<file path="config.mk">
export PLATFORM = sky130hd
export DESIGN_NAME = dp_operand_stage
export DESIGN_NICKNAME = d
export VERILOG_FILES = /design/src/rtl/dp_operand_stage.sv
export SDC_FILE = /design/constraint.sdc
export NUM_CORES = 1
export LEC_CHECK = 0
export BUFFER_PORTS_ARGS = -buffer_cell sky130_fd_sc_hd__buf_2
export CAP_MARGIN = 30
export CORE_UTILIZATION = 52
export CTS_CLUSTER_SIZE = 14
export DETAILED_ROUTE_END_ITERATION = 7
export PLACE_DENSITY = 0.85
export RECOVER_POWER = 50
export SETUP_SLACK_MARGIN = 0.02
export SYNTH_ARGS = -nofsm -noshare
export SYNTH_HDL_FRONTEND = slang
export SYNTH_SLANG_ARGS = --single-unit
</file>
<file path="constraint.sdc">
create_clock -name clk -period 2.7 [get_ports clk]
set_clock_uncertainty 0.1 [all_clocks]
set_input_delay 0.405 -clock clk [delete_from_list [all_inputs] [get_ports clk]]
set_output_delay 0.405 -clock clk [all_outputs]
set_load 0.03 [all_outputs]
</file>
<file path="src/rtl/dp_operand_stage.sv">
// dp_operand_stage: decodes an ARM data-processing instruction into registered ALU operands
// Ports:
//   clk, rst_n        clock (rising edge), asynchronous active-low reset
//   flush             drop held or in-progress instruction, highest priority
//   in_valid/in_ready upstream handshake; in_ready is combinational
//   in_instr          instruction word; in_rn/rm/rs_data register-file read data
//   in_carry          CPSR C flag, sampled at accept
//   out_valid/out_ready downstream handshake
//   out_opcode, out_operand1, out_operand2, out_shifter_carry, out_set_flags, out_rd
module dp_operand_stage #(
    parameter int REG_SHIFT_EXTRA_CYCLE = 1
) (
    input  logic        clk,
    input  logic        rst_n,
    input  logic        flush,
    input  logic        in_valid,
    output logic        in_ready,
    input  logic [31:0] in_instr,
    input  logic [31:0] in_rn_data,
    input  logic [31:0] in_rm_data,
    input  logic [31:0] in_rs_data,
    input  logic        in_carry,
    output logic        out_valid,
    input  logic        out_ready,
    output logic [3:0]  out_opcode,
    output logic [31:0] out_operand1,
    output logic [31:0] out_operand2,
    output logic        out_shifter_carry,
    output logic        out_set_flags,
    output logic [3:0]  out_rd
);
    typedef enum logic [1:0] {EMPTY, REGSHIFT, FULL} state_t;
    state_t state;
    logic [31:0] cap_instr, cap_rn, cap_rm, cap_rs;
    logic        cap_carry;
    logic [31:0] ins, rn, rm, rs;
    logic        c, accept, two_cycle, load, busy;
    logic [32:0] sh;

    function automatic logic [31:0] ror32(input logic [31:0] x, input logic [4:0] n);
        logic [63:0] t;
        t = {x, x} >> n;
        return t[31:0];
    endfunction

    // Returns {carry, operand2}. The 33-bit shifts put the carry bit next to
    // the result so that amounts of 32 and above fall out of the shift itself.
    function automatic logic [32:0] shifter(input logic [31:0] i, input logic [31:0] m,
                                            input logic [31:0] s, input logic ci);
        logic [31:0] imm, o;
        logic [7:0]  amt, eff;
        logic [32:0] l, r, a;
        logic        zero;
        imm  = ror32({24'd0, i[7:0]}, {i[11:8], 1'b0});
        amt  = i[4] ? s[7:0] : {3'd0, i[11:7]};
        zero = amt == 8'd0;
        // immediate LSR/ASR #0 encode a shift by 32
        eff  = (zero && !i[4]) ? 8'd32 : amt;
        l    = {1'b0, m} << amt;
        r    = {m, 1'b0} >> eff;
        a    = $signed({m, 1'b0}) >>> eff;
        o    = ror32(m, amt[4:0]);
        return i[25] ? {(i[11:8] == 4'd0) ? ci : imm[31], imm} :
               (zero && (i[4] || i[6:5] == 2'b00)) ? {ci, m} :
               (zero && i[6:5] == 2'b11) ? {m[0], ci, m[31:1]} :
               (i[6:5] == 2'b00) ? l :
               (i[6:5] == 2'b01) ? {r[0], r[32:1]} :
               (i[6:5] == 2'b10) ? {a[0], a[32:1]} : {o[31], o};
    endfunction

    assign busy      = state == REGSHIFT;
    assign in_ready  = !flush && (state == EMPTY || (state == FULL && out_ready));
    assign accept    = in_valid && in_ready;
    assign two_cycle = REG_SHIFT_EXTRA_CYCLE != 0 && !in_instr[25] && in_instr[4];
    assign load      = !flush && (busy || (accept && !two_cycle));
    assign out_valid = state == FULL;
    assign ins       = busy ? cap_instr : in_instr;
    assign rn        = busy ? cap_rn : in_rn_data;
    assign rm        = busy ? cap_rm : in_rm_data;
    assign rs        = busy ? cap_rs : in_rs_data;
    assign c         = busy ? cap_carry : in_carry;
    assign sh        = shifter(ins, rm, rs, c);

    always_ff @(posedge clk or negedge rst_n) begin
        if (!rst_n) begin
            state             <= EMPTY;
            cap_instr         <= '0;
            cap_rn            <= '0;
            cap_rm            <= '0;
            cap_rs            <= '0;
            cap_carry         <= 1'b0;
            out_opcode        <= '0;
            out_operand1      <= '0;
            out_operand2      <= '0;
            out_shifter_carry <= 1'b0;
            out_set_flags     <= 1'b0;
            out_rd            <= '0;
        end else begin
            if (accept) begin
                cap_instr <= in_instr;
                cap_rn    <= in_rn_data;
                cap_rm    <= in_rm_data;
                cap_rs    <= in_rs_data;
                cap_carry <= in_carry;
            end
            if (load) begin
                out_opcode        <= ins[24:21];
                out_operand1      <= rn;
                out_operand2      <= sh[31:0];
                out_shifter_carry <= sh[32];
                out_set_flags     <= ins[20];
                out_rd            <= ins[15:12];
            end
            state <= flush ? EMPTY :
                     busy ? FULL :
                     accept ? (two_cycle ? REGSHIFT : FULL) :
                     (state == FULL && out_ready) ? EMPTY : state;
        end
    end
endmodule

</file>
==> flow_metrics.tcl, run 1 <==
set metrics [dict create \
    synth.avg_cell_area_um2 8.08 \
    die_w_um 175 \
    yosysUniqueCellTypes 93 \
    status "did not finish" \
    root_buffer "clkbuf_16" \
    port_buffers 175 \
    ios 210 \
    first_global_vias 30000 \
    seq_area_frac_synth 0.274 \
    dp_cells 2984 \
    clockBufferDepth 2 \
    grt_pass1_wl_mm 214 \
    num_rows 63 \
    synthCells 1931 \
    syn_nets 2065 \
    grt_usage 0.936 \
    tool.error "[ERROR GRT-0116] Global routing finished with congestion. Check the congestion regions in the DRC Viewer." \
    ys.flop_type "dfrtp_1" \
    async_reset_ff_frac 1.00 \
    clock_sinks 171 \
    ys_warn_count 0 \
    overflow 1449 \
    htreeDepth 4 \
    start_util 0.528 \
    haltStage "global routing" \
    pre_cts_ws_ns -0.961 \
    synth.cell_area_um2 15600 \
    synth-edff-count 0 \
    dp_hpwl_mm 66.0 \
    die_h_um 175 \
    cts_buffers 17 \
    gp_congestion 1.43 \
    grt_max_degree 86 \
    synth-seq-cells 171 \
]
## metal layers
metal / GRT overflow / GRT usage
met1: 142 / 0.881
met2: 797 / 1.08
met3: 142 / 0.847
met4: 353 / 0.972
met5: 15 / 0.702
## cell families after synthesis
| group | after synthesis | synth area share |
|---|---|---|
| fa+ha+maj | 1 | 0.000722 |
| buf+inv | 172 | 0.0583 |
| mux | 283 | 0.197 |
| compound gates | 554 | 0.244 |
| simple gates | 750 | 0.226 |
| flops | 171 | 0.274 |
## repair_timing
action | 4_1_cts
setup buffers | 38
gates cloned | 4
resized for setup | 223
pin swaps | 26
hold buffers | 1
endpoints found under the hold margin | 56
endpoints found under the setup margin | 33
## synthesized netlist by cell type (5+ instances only)
library cell  number  share of area
a311oi_1           5         0.0028
o21a_1             7         0.0034
nor2_1           158          0.038
nand2_1          268          0.064
o31ai_1           11         0.0053
nor4_1            46          0.018
clkbuf_1          65          0.016
buf_1              8         0.0019
nor3_1           151          0.048
buf_6             12         0.0087
a22oi_1           22          0.011
o221ai_1          21          0.012
a221oi_1          23          0.013
mux2_2           103          0.074
o21ai_0           83          0.027
nor2b_1            5         0.0020
a221o_1            9         0.0058
mux2i_1          167           0.11
a2111oi_0          5         0.0028
or3b_2            15         0.0084
a21oi_1          107          0.034
buf_2             48          0.015
nand3_1           39          0.013
a211oi_1          34          0.016
a32oi_1            8         0.0045
buf_4             30          0.014
or3_1             11         0.0044
o21ai_1           10         0.0032
o22ai_1           36          0.014
dfrtp_1          171           0.27
o211ai_1          18         0.0087
inv_1              8         0.0019
a211o_1            5         0.0028
o32ai_1           23          0.013
nand2b_1           7         0.0028
a31oi_1           74          0.030
nand4_1            9         0.0036
## metrics by stage
stage               TNS (ns)  utilization  cell area [µm²]
global placement      -20.09        0.733            21700
CTS                   -16.37        0.803            23700
floorplan              -2.43            -            16000
detailed placement    -24.81        0.733            21700
==> run 2, diff against run 1 <==
CORE_UTILIZATION = 37   (was 52)
CTS_CLUSTER_SIZE = unset   (was 14)
PLACE_DENSITY = unset   (was 0.85)
PLACE_DENSITY_LB_ADDON = 0.15   (was unset)
SETUP_SLACK_MARGIN = unset   (was 0.02)
clock period = 3.5 ns   (was 2.7 ns; I/O delays follow)
==> run 2 against run 1 <==
Effect of this change:
- the flow now finishes without violations
- synthesized area is the same
- synthesized cell count is the same
==> flow_metrics.tcl, run 2 <==
set metrics [dict create \
    status "finished clean" \
    first_global_vias 19100 \
    vdd_drop_max_mv 0.616 \
    r2r-start "cap_instr[4]" \
    coreArea_um2 41200 \
    slowest_delay_ns 0.36 \
    synth_top_area_share 0.274 \
    min_path_type "in2reg" \
    synth-edff-count 0 \
    cts_tree "built" \
    die_h_um 207 \
    fill_cells 3906 \
    mostFrequentLayoutCells "buf_4 (551), nand2_1 (265), dfrtp_1 (170)" \
    synthTopCellsByArea "dfrtp_1 (27%), mux2i_1 (11%), mux2_2 (7.4%)" \
    syn2layout_area_growth_pct 44.8 \
    vias_per_cell 6.47 \
    fmax_ghz 0.287 \
    die_w_um 207 \
    clkTransAtPathRegs_ns 0.07 \
    finalSetupViolCount 0 \
    cp.required_ns 3.82 \
    regArea_um2 4280 \
    layout.nets 2697 \
    synthCells 1931 \
    cap_viol_max_count 0 \
    n_antenna_cell 0 \
    crit_path_start_kind "register" \
    leakage_nw 9.63 \
    critPathMostFrequentCell "buf_4" \
    htreeDepth 4 \
    critPathTopFamily "buffers and inverters" \
    multi_input_area_um2 11300 \
    min_period_ns 3.48 \
    dr.pass1.iters 6 \
    gp_congestion 1.12 \
    wl_per_cell_um 30.1 \
    cts_buffers 17 \
    p_total_mw 11.6 \
    dp_hpwl_mm 74.6 \
    crit_path_end_kind "register" \
    utilization 0.548 \
    ios 210 \
    synth_top_cell_by_area "dfrtp_1" \
    clockBufferDepth 2 \
    num_vias 20100 \
    final_common_cell "buf_4" \
    post-synth-top-count-cell "nand2_1" \
    crit_arrival_ns 3.80 \
    drtIter0Drc 2633 \
    async_reset_ff_frac 1.00 \
    crit_fanout 8 \
    num_rows 74 \
    overflow 0 \
    hold_viol 0 \
    synth.cell_area_um2 15600 \
    path_buf_inv 6 \
    slew_headroom 0.0103 \
    drtAntennaViolNets 0 \
    insertion_delay_ns 0.50 \
    synth.avg_cell_area_um2 8.08 \
    seq_area_frac_synth 0.274 \
    yosysUniqueCellTypes 93 \
    post-route-period-util 0.995 \
    grt_max_degree 85 \
    finalWirelength_mm 93.5 \
    synthTopCellsByCount "nand2_1 (268), dfrtp_1 (171), mux2i_1 (167)" \
    critPathSlowestCell "a211o_1" \
    slew_viol_final 0 \
    die_area_um2 43000 \
    worstPathCellList "buf_4 > mux2i_4 > buf_6 > buf_6 > nor3_1 > nor4_2 > buf_4 > mux2i_1 > buf_4 > buf_4 > mux2i_2 > o21ai_1 > a211o_1 > maj3_2 > o22ai_2" \
    syn_nets 2065 \
    antenna_found_initial 0 \
    crit_path_start "cap_instr[4]" \
    grt_usage 0.424 \
    port_buffers 175 \
    grt_pass1_wl_mm 133 \
    ys.flop_type "dfrtp_1" \
    powerDensity_nw_per_um2 514 \
    drc_errors 0 \
    root_buffer "clkbuf_16" \
    synth-seq-cells 171 \
    start_util 0.379 \
    grt_setup_unrepaired "true" \
    drive_above_1_share 0.415 \
    min_from "in_rn_data[2]" \
    ys_warn_count 0 \
    clock_sinks 171 \
    worst_slew_pin_slew_ns 1.48 \
    crit_type "reg2reg" \
]
## run 2: where the power goes
group | switching [mW] | internal [mW] | total [mW]
clock | 0.956 | 1.09 | 2.05
sequential | 0.407 | 2.47 | 2.87
combinational | 4.02 | 2.67 | 6.68
total | 5.38 | 6.22 | 11.6
## run 2: path summary, 6_finish.rpt
check                           cells after the start         endpoint  slack (ns)
worst max-delay path                               15  out_operand2[2]        0.02
worst min-delay path                                2        cap_rn[2]        0.18
worst max register to register                     15  out_operand2[2]        0.02
worst min register to register                      1        cap_carry        0.41
max in group asynchronous                           3        cap_rn[0]        0.52
min in group asynchronous                           2        cap_rm[6]        0.83
## run 2: timing repair
| item | CTS | global route |
|---|---|---|
| resized for setup | 43 | 141 |
| buffers inserted | 6 | 17 |
| pin swaps | 4 | 26 |
| cloned | 1 | 3 |
| hold endpoints to repair | 56 | 0 |
| setup endpoints to repair | 27 | 31 |
| hold buffers | 1 | 0 |
## run 2: logic make-up (layout without fill, tap and decap cells)
kind of cell	count (synthesis)	count (layout)	share of synthesized area
simple gates	750	750	0.226
compound gates	554	554	0.244
mux	283	283	0.197
buf+inv	172	816	0.0583
flops	171	171	0.274
fa+ha+maj	1	1	0.000722
## run 2: final cells by class
class                      instances  share of cell area
multi-input combinational       1588               0.499
timing repair buffer             777               0.254
sequential                       171               0.190
tap                              532              0.0295
clock buffer                      19              0.0196
clock inverter                    12             0.00726
inverter                           8             0.00133
## run 2: per-layer routing
layer	vias to the layer above	wire length (µm)	global-route usage
met5	-	0	0
met4	0	6810	0.248
met3	282	10000	0.108
met2	1298	39000	0.625
met1	9881	37700	0.560
li1	8637	-	-
## run 2: metrics by stage
step | hold WS, ns | instance area (µm²) | cells | setup TNS, ns | setup WS [ns]
5_1_grt | 0.165 | 22600 | 3107 | -0.312 | -0.0632
2_1_floorplan | 0.129 | 15600 | 1931 | 0 | 0.304
6_report | 0.175 | 22600 | 3107 | 0 | 0.0184
3_5_place_dp | 0.395 | 20900 | 3049 | -4.53 | -0.455
3_3_place_gp | 0.388 | 20900 | 3048 | -5.71 | -0.471
4_1_cts | 0.149 | 21800 | 3088 | -0.0308 | -0.0164
(Power assumes the default switching activity.)
